**config.mk**
```make
export PLATFORM = sky130hd
export DESIGN_NAME = ece453_led_sequencer
export DESIGN_NICKNAME = d
export VERILOG_FILES = /design/src/rtl/ece453_led_sequencer.sv
export SDC_FILE = /design/constraint.sdc
export NUM_CORES = 1
export LEC_CHECK = 0
export CAP_MARGIN = 20
export CORE_MARGIN = 3
export CORE_UTILIZATION = 50
export CTS_CLUSTER_SIZE = 12
export DETAILED_ROUTE_END_ITERATION = 16
export GPL_TIMING_DRIVEN = 0
export PLACE_DENSITY = 0.74
export SETUP_SLACK_MARGIN = 0.1
export SYNTH_ARGS = -nofsm -noshare
export SYNTH_HDL_FRONTEND = slang
export SYNTH_SLANG_ARGS = --single-unit
```
**constraint.sdc**
```tcl
create_clock -name clk -period 4.21 [get_ports clk]
set_clock_uncertainty 0.05 [all_clocks]
set_input_delay 0.842 -clock clk [delete_from_list [all_inputs] [get_ports clk]]
set_output_delay 0.842 -clock clk [all_outputs]
set_load 0.02 [all_outputs]
```
**src/rtl/ece453_led_sequencer.sv**
```systemverilog
// rtl/ece453_led_sequencer.sv - parametrised LED walk/bounce/fill sequencer with step prescaler and pause button
// Optional button debounce stage is enabled by defining ECE453_LED_SEQ_DEBOUNCE_EN.
module ece453_led_sequencer #(
    parameter int NUM_LEDS        = 8,
    parameter int PRESCALE_W      = 16,
    parameter int DEBOUNCE_CYCLES = 4
) (
    input  logic                        clk,
    input  logic                        reset,
    input  logic                        fsm_enable,
    input  logic                        button,
    input  logic                        direction,
    input  logic [1:0]                  mode,
    input  logic [PRESCALE_W-1:0]       step_div,
    output logic [NUM_LEDS-1:0]         led_out,
    output logic [2:0]                  current_state,
    output logic [$clog2(NUM_LEDS)-1:0] position,
    output logic                        wrap
);

    localparam int               POS_W       = $clog2(NUM_LEDS);
    localparam logic [POS_W-1:0] POS_LAST    = POS_W'(NUM_LEDS - 1);
    localparam logic [1:0]       MODE_BOUNCE = 2'd1;
    localparam logic [1:0]       MODE_FILL   = 2'd2;

    typedef enum logic [2:0] {
        START  = 3'd0,
        RUN    = 3'd1,
        PAUSED = 3'd2
    } state_t;

    if (NUM_LEDS < 2 || NUM_LEDS > 32) begin : g_bad_num_leds
        $error("ece453_led_sequencer: NUM_LEDS must be in 2..32");
    end
    if (DEBOUNCE_CYCLES < 1) begin : g_bad_debounce
        $error("ece453_led_sequencer: DEBOUNCE_CYCLES must be at least 1");
    end

    state_t                state;
    state_t                next_state;
    logic [PRESCALE_W-1:0] prescaler;
    logic                  bounce_dir;

    logic                  btn_meta;
    logic                  btn_sync;
    logic                  btn_level;
    logic                  btn_prev;
    logic                  btn_edge;

    logic [POS_W-1:0]      step_pos;
    logic                  step_bdir;
    logic                  step_wrap;
    logic [31:0]           pos_ext;

    // Two-flop synchroniser for the raw push-button.
    always_ff @(posedge clk) begin
        if (reset) begin
            btn_meta <= 1'b0;
            btn_sync <= 1'b0;
        end else begin
            btn_meta <= button;
            btn_sync <= btn_meta;
        end
    end

`ifdef ECE453_LED_SEQ_DEBOUNCE_EN
    localparam int DB_W = $clog2(DEBOUNCE_CYCLES + 1);

    logic [DB_W-1:0] db_count;
    logic            db_level;

    always_ff @(posedge clk) begin
        if (reset) begin
            db_count <= '0;
            db_level <= 1'b0;
        end else if (btn_sync == db_level) begin
            db_count <= '0;
        end else if (db_count == DB_W'(DEBOUNCE_CYCLES - 1)) begin
            db_level <= btn_sync;
            db_count <= '0;
        end else begin
            db_count <= db_count + DB_W'(1);
        end
    end

    assign btn_level = db_level;
`else
    assign btn_level = btn_sync;
`endif

    always_ff @(posedge clk) begin
        if (reset) begin
            btn_prev <= 1'b0;
        end else begin
            btn_prev <= btn_level;
        end
    end

    assign btn_edge = btn_level & ~btn_prev;

    always_ff @(posedge clk) begin
        if (reset) begin
            state <= START;
        end else begin
            state <= next_state;
        end
    end

    always_comb begin
        next_state = state;
        case (state)
            START: begin
                if (fsm_enable) begin
                    next_state = RUN;
                end
            end
            RUN: begin
                if (!fsm_enable) begin
                    next_state = START;
                end else if (btn_edge) begin
                    next_state = PAUSED;
                end
            end
            PAUSED: begin
                if (!fsm_enable) begin
                    next_state = START;
                end else if (btn_edge) begin
                    next_state = RUN;
                end
            end
            default: next_state = START;
        endcase
    end

    // Where the pattern goes on the next step; walk and fill share the same stepping.
    always_comb begin
        step_pos  = position;
        step_bdir = bounce_dir;
        step_wrap = 1'b0;
        if (mode == MODE_BOUNCE) begin
            if (!bounce_dir) begin
                if (position == POS_LAST) begin
                    step_pos  = position - POS_W'(1);
                    step_bdir = 1'b1;
                    step_wrap = 1'b1;
                end else begin
                    step_pos = position + POS_W'(1);
                end
            end else begin
                if (position == '0) begin
                    step_pos  = POS_W'(1);
                    step_bdir = 1'b0;
                    step_wrap = 1'b1;
                end else begin
                    step_pos = position - POS_W'(1);
                end
            end
        end else begin
            if (!direction) begin
                if (position == POS_LAST) begin
                    step_pos  = '0;
                    step_wrap = 1'b1;
                end else begin
                    step_pos = position + POS_W'(1);
                end
            end else begin
                if (position == '0) begin
                    step_pos  = POS_LAST;
                    step_wrap = 1'b1;
                end else begin
                    step_pos = position - POS_W'(1);
                end
            end
        end
    end

    // A button edge or a pending drop to START wins over a step, so the prescaler just holds.
    always_ff @(posedge clk) begin
        if (reset) begin
            prescaler  <= '0;
            position   <= '0;
            bounce_dir <= 1'b0;
            wrap       <= 1'b0;
        end else begin
            wrap <= 1'b0;
            case (state)
                START: begin
                    prescaler <= '0;
                    if (fsm_enable) begin
                        position   <= direction ? POS_LAST : '0;
                        bounce_dir <= direction;
                    end
                end
                RUN: begin
                    if (fsm_enable && !btn_edge) begin
                        if (prescaler >= step_div) begin
                            prescaler  <= '0;
                            position   <= step_pos;
                            bounce_dir <= step_bdir;
                            wrap       <= step_wrap;
                        end else begin
                            prescaler <= prescaler + PRESCALE_W'(1);
                        end
                    end
                end
                default: begin
                end
            endcase
        end
    end

    assign pos_ext = 32'(position);

    always_comb begin
        current_state = state;
        led_out       = '0;
        if (state != START) begin
            for (int i = 0; i < NUM_LEDS; i++) begin
                if (mode == MODE_FILL) begin
                    led_out[i] = direction ? (32'(i) >= pos_ext) : (32'(i) <= pos_ext);
                end else begin
                    led_out[i] = (32'(i) == pos_ext);
                end
            end
        end
    end

endmodule
```
* Word-level counts from Yosys, hierarchy flattened
Index checks and enable logic that the tools add are counted.
Cells by class: add/sub/neg operators 3, magnitude comparators 17, equality and inequality tests 18, mux-type cells 50, bitwise gates (word level) 5, reduce and logical (&&, ||, !) cells 12
Operator list (count):
- $mux 3 | 16
- $logic_not 32->1 | 1
- $mux 16 | 2
- $pmux 16 s2 | 1
- $mux 1 | 27
- $add 16x1->16 const B | 1
- $ge 16x16->1 | 1
- $eq 3x3->1 const A | 4
- $ge 3x3->1 const A | 4
- $le 3x3->1 const A | 4
- $pmux 3 s3 | 1
- $mux 8 | 1
- $ne 2x2->1 const B | 4
- $eq 2x3->1 const A | 2
- $ge 1x3->1 const A | 2
- $ge 2x3->1 const A | 2
- $le 1x3->1 const A | 2
- $le 2x3->1 const A | 2
- $logic_not 3->1 | 2
- $ne 3x3->1 const B | 2
- $pmux 3 s2 | 1
- $reduce_and 5->1 | 1
- $not 1->1 | 4
- $reduce_and 4->1 | 1
- 17 further kinds | 17
Storage, ports and cells: bits in registers 27, input port bits 23, logic and storage cells 113

* Depth between registers and ports, before layout
depth in word-level cells 7, gate-level depth with buffers 9, mapped depth without buffers 8

* Least setup slack after synthesis
OpenSTA, ideal clock, no wires.
path kind input -> output, start point in mode[1], end point out led_out[5], data arrival time 2.008 ns, required time 3.318 ns, slack 1.310 ns, stages 4, cells stage by stage nor2b_1 > nand2b_1 > and2_1 > a221oi_1
Between the ends: longest elaborated chain between the ends 3
Ends and longest elaborated chain:
- start: declaration | RTL line 13 | input logic [1:0] mode,
- $eq 2x2->1 | RTL line 219 | if (mode == MODE_FILL) begin
- $mux 1 | RTL line 219
- $mux 8 | RTL line 217 | if (state != START) begin
- end: declaration | RTL line 15 | output logic [NUM_LEDS-1:0] led_out,
Every way passes these cells.

* Worst setup path after layout
start point in mode[1], end point out led_out[6]
The elaborated chain is that of the path after synthesis.

==> run_results.csv <==
group,metric,value,unit
synthesis,yosysWarnings,0,
placement,preCtsSetupSlack,396,ps
clock_tree,clk_pin_slew_worst_paths,90,ps
min_path,hold_class,"reg2reg",
status,status,"completed",
clock_tree,post_cts_buffers,0,
power_and_ir_drop,p_total,0.574,mW
route,drc,0,
synthesis,synth_compound_area_share,17.3,%
synthesis,syn-num-nets,304,
worst_setup_path,reg2reg_from,"prescaler[0]",
synthesis,yosys.area_share.simple,26.8,%
synthesis,synth-seq-cells,26,
route,routed-via-count,1907,
route,drt-initial-drc-count,105,
timing,max_freq,261,MHz
die,io_pins,38,
route,postRouteAntennaNets,0,
clock_tree,cts_tree,"yes",
synthesis,ys_async_sr_fraction,0,%
layout,drive_gt1_share,4.04,%
timing,fin_crit,3830,ps
layout,postLayoutCoreUtil,65.9,%
clock_tree,numCtsBuffers,3,
worst_setup_path,crit_type,"in2out",
clock_tree,cts.sinks,26,
synthesis,synth-edff-count,0,
clock_tree,postCtsResizedCells,0,
clock_tree,clock_latency,270,ps
die,rows,22,
grt,grt_use_total,17.8,%
die,design.core.area,3770,um2
grt,grt_max_degree,15,
min_path,worstHoldStart,"btn_meta",
placement,io_buffers,35,
die,die-area,4840,um2
synthesis,postSynthCellCount,258,
die,die_h,69.6,um
synthesis,synthXorXnorAreaFrac,7.81,%
job,maxCapViolCount,0,
worst_setup_path,arrival,2930,ps
die,die_w,69.6,um
worst_setup_path,cp-end-kind,"output port",
synthesis,yosys.area_share.adder,14.3,%
clock_tree,htree_levels,1,
power_and_ir_drop,ir_drop,0.000216,V
route,wirelength,4.30,mm
route,drt_pass1_iterations,4,
worst_setup_path,worstPathMaxFanout,5,
timing,finalSetupTns,0,ps
timing,slew_violations,0,
worst_setup_path,setup.worst_path.start,"mode[1]",
synthesis,ys_seq_area_share,25.8,%
layout,final.fill_count,334,
route,vias_per_cell,5.53,
placement,dp_hpwl,3.36,mm
timing,final-hold-violation-count,0,
synthesis,muxShareOfSynthArea,1.49,%
power_and_ir_drop,p_leak,0.993,nW
route,wl_per_cell,12.5,um
grt,grt_pass1_vias,1653,
power_and_ir_drop,power_density,231,nW/um2
grt,antenna_found_initial,0,
clock_tree,cts_buffer_depth,2,
timing,slew_headroom,51.7,%
timing,worst_pin_slew,718,ps
layout,nets,344,
timing,rsz0062_at_grt,"no",
layout,area_delta_synth_final,23.0,%
synthesis,syn-cell-area,2020,um2
clock_tree,ctsHoldBuffers,0,
worst_setup_path,startpoint_type,"input pin",
synthesis,ys.flop_type,"dfxtp_1",
die,start_util,53.6,%
worst_setup_path,critPathRequiredTime,3320,ps
layout,n_antenna_cell,0,
synthesis,avgSynthCellArea,7.83,um2
timing,setup_slack,383,ps
timing,setup_violations,0,
layout,mostFrequentLayoutCells,"clkdlybuf4s50_1 (35), nor2_1 (27), dfxtp_1 (26)",
grt,grt_overflow,0,
timing,min_period_over_period,90.9,%
layout,final_common_cell,"clkdlybuf4s50_1",
grt,grt_pass1_wl,7.39,mm
placement,gp_congestion,0.841,
synthesis,yosys.cell_types.count,47,
clock_tree,cts-root-buf,"clkbuf_8",
synthesis,synth_top_family_by_area,"simple AND/OR/NAND/NOR gates",
-- path summary, 6_finish.rpt --
check / cells after the start / slack, ps / end
hold / removal: 1 / 410 / btn_level
setup / recovery: 8 / 380 / led_out[6]
hold reg to reg: 1 / 410 / btn_level
setup reg to reg: 9 / 1800 / prescaler[2]
-- logic make-up after synthesis --
kind of cell | count (synthesis)
AO/OA/AOI/OAI | 54
other | 1
AND/OR/NAND/NOR | 102
adder cells (fa/ha/maj) | 23
multiplexers | 3
flip-flops | 26
buffers and inverters | 31
XOR/XNOR | 18
-- critical path, stage by stage --
cell             delay (ps)
clkdlybuf4s50_1         490
nor2b_1                 310
nand2b_1                120
and2_1                  230
nor2_1                  110
a311oi_1                 60
nor3_1                  160
clkdlybuf4s50_1         630
-- Yosys cell counts, drive strengths merged, types with 3 or more instances --
| library cell | number | area [um2] |
|---|---|---|
| inv | 21 | 78.8 |
| and4 | 3 | 26.3 |
| clkbuf | 7 | 26.3 |
| xnor2 | 7 | 61.3 |
| dfxtp | 26 | 521 |
| nand4 | 8 | 65.1 |
| nand2b | 6 | 37.5 |
| nand2 | 18 | 67.6 |
| buf | 3 | 23.8 |
| nor2 | 27 | 101 |
| and2 | 4 | 25.0 |
| nand3 | 13 | 65.1 |
| nor3 | 5 | 25.0 |
| a311oi | 3 | 32.5 |
| xor2 | 11 | 96.3 |
| a21oi | 23 | 119 |
| nor3b | 4 | 30.0 |
| nor2b | 10 | 62.6 |
| ha | 23 | 288 |
| o21ai | 11 | 55.1 |
| mux2i | 3 | 30.0 |
-- final cells by class --
type / instances / area, um2 / area share, %
well taps: 48 / 60.1 / 2.42
repair buffers: 35 / 350 / 14.1
inverters: 21 / 78.8 / 3.17
clock buffers: 4 / 55.1 / 2.22
multi-input cells: 201 / 1370 / 55.1
plain buffers: 10 / 50.0 / 2.01
flip-flops and latches: 26 / 520 / 20.9
-- where the power goes --
group | leakage, nW | switching (mW) | internal [mW]
clock network | 0.0288 | 0.0767 | 0.0836
logic | 0.753 | 0.0796 | 0.0733
registers | 0.211 | 0.00903 | 0.252
total | 0.993 | 0.165 | 0.409
-- sequential cells by signal (all words and copies together), names as in the netlist --
register	cells
current_state	2
btn_prev	1
prescaler	16
btn_meta	1
btn_level	1
position	3
bounce_dir	1
wrap	1
-- stage by stage --
| stage | area [um2] | std cells | hold slack, ps |
|---|---|---|---|
| 5_1_grt | 2480 | 345 | 432 |
| 3_5_place_dp | 2430 | 341 | 383 |
| 3_3_place_gp | 2430 | 341 | 393 |
| 6_report | 2480 | 345 | 406 |
| 4_1_cts | 2480 | 345 | 405 |
| 2_1_floorplan | 2020 | 258 | 364 |
-- layer usage --
metal / GRT usage [%] / vias to the layer above / share of wire (%)
met5: 0 / - / 0
met2: 28.9 / 34 / 48
met1: 25.4 / 891 / 49
met4: 1.95 / 0 / 0
li1: - / 982 / -
met3: 3.33 / 0 / 3.3
Power figures use the tool's default switching activity.
==> edit, RTL diff (config.mk and constraints unchanged) <==
Build with the macro `ECE453_LED_SEQ_DEBOUNCE_EN` defined.
--- a/src/rtl/ece453_led_sequencer.sv
+++ b/src/rtl/ece453_led_sequencer.sv
@@ -1,4 +1,6 @@
 // rtl/ece453_led_sequencer.sv - parametrised LED walk/bounce/fill sequencer with step prescaler and pause button
 // Optional button debounce stage is enabled by defining ECE453_LED_SEQ_DEBOUNCE_EN.
+`define ECE453_LED_SEQ_DEBOUNCE_EN
+
 module ece453_led_sequencer #(
     parameter int NUM_LEDS        = 8,
Formal check against the unedited RTL: not equivalent (Yosys sat finds a counterexample within 4 cycles, from zero or initial values and one cycle with reset high).
==> edit against the unedited design <==
Count of clock-buffer cells in the layout grew 3; area after synthesis increased by 5.6%; combinational power shrank 3%; power up 20%; clock power grew 50%; cell area up 6.5%; wire length is 0.40% lower; cell count is 4.1% higher; sequential cell count increased by 4; largest cell class unchanged; worst setup slack improved by 0.0072 ns; critical path type unchanged; die area is 5.2% higher.
==> edit: results (changes against the unedited design) <==
DP Wirelength=3430 um (+2.2%); CTS H-tree depth=2 (+1); hold_ws=0.371 ns (-0.0356 ns); first-pass GRT wire length=7350 um (-0.55%); sequential cell area fraction in the yosys report=28.2% (+2.4 points); clock buffer count from CTS=5 (+2); syn avg cell area=8.05 um^2 (+2.8%); Area after DPL=2560 um^2 (+5.2%); most frequent cells after synthesis=30 x dfxtp_1, 30 x nor2_1, 27 x nand2_1; number of global-route vias before repair=1720 (+4.1%); Mapped Nets=313 (+3.0%); Yosys cell types=47 (unchanged); CP peak stage delay=0.65 ns (+0.02 ns); worst hold start=db_count[0]$_SDFF_PP0_; Final Non-Filler Cells=359 (+4.1%); R2R Setup Slk=1.68 ns (-0.12 ns); CP endpoint=led_out[5]; Worst VDD drop=0.168 mV (-22%); hold endpoint=db_count[0]$_SDFF_PP0_; Peak Freq=262 MHz (+0.19%); Final Wtd Congestion=0.853 (+1.4%); DRT Wirelength=4280 um (-0.40%); pin count of the biggest net entering global routing=11 (-4); DP Cell Count=351 (+2.9%); P_leak=1.10 nW (+11%); Reg clk slew, reported paths=0.06 ns (-0.03 ns); FILL cells=361 (+8.1%); top cells by area, synth=dfxtp_1 28%, ha_1 15%, nor2_1 5.3%; count of input and output buffers=36 (+2.9%); Initial DRC Count=69 (-34%); Clock Latency Late Sink=0.29 ns (+0.02 ns); layout cells sized above 1=6.80% (+2.8 points); outcome=completed; reg2reg end=prescaler[8]$_SDFFE_PP0P_; relative slew slack=49.1% (-2.6 points); Overall Global Routing Usage=17.8% (-0.074 points); CP Max Fanout=5 (unchanged); Total Nets Final=356 (+3.5%); Via-to-Cell Ratio=5.16 (-6.6%)
## edit: cell count changes in the layout (fill, tap and decap cells not counted), sizes merged, moves of 3 or more
cell / change
a21oi: -6
and3: +3
nand2: +9
a211oi: +4
nor3b: -3
nor2: +3
nand3: -7
dfxtp: +4
or2: +3
nand4: -3
## edit: cells by family (layout without fill, tap and decap cells)
kind of cell / count (synthesis) / count (layout) / share of synthesized area (%)
XOR/XNOR: 18 / 18 / 7.39
AND/OR/NAND/NOR: 107 / 107 / 24.9
adder cells (fa/ha/maj): 25 / 25 / 14.7
flip-flops: 30 / 30 / 28.2
other: 1 / 1 / 0.176
AO/OA/AOI/OAI: 48 / 48 / 15.5
buffers and inverters: 31 / 75 / 6.74
multiplexers: 5 / 5 / 2.40
## edit: layer usage
| metal | global-route usage (%) | routed length [um] | vias up |
|---|---|---|---|
| li1 | - | - | 994 |
| met1 | 22.9 | 2110 | 821 |
| met2 | 28.9 | 1910 | 33 |
| met3 | 4.49 | 207 | 5 |
| met4 | 6.05 | 61 | 0 |
| met5 | 0 | 0 | - |
## edit: cell type report
cell class	count	area (um^2)	area share (%)
Inverter	23	86.3	3.26
Multi-Input combinational cell	204	1390	52.5
Clock buffer	7	86.3	3.26
Tap cell	50	62.6	2.36
Timing Repair Buffer	36	360	13.6
Sequential cell	30	601	22.7
Clock inverter	1	5.00	0.189
Buffer	8	57.6	2.17
## edit: where the power goes
| group | total (mW) | internal, mW | switching [mW] | leakage, nW |
|---|---|---|---|---|
| Combinational | 0.148 | 0.0737 | 0.0741 | 0.811 |
| Clock | 0.240 | 0.132 | 0.108 | 0.0482 |
| Sequential | 0.299 | 0.290 | 0.00847 | 0.243 |
| Total | 0.687 | 0.496 | 0.191 | 1.10 |
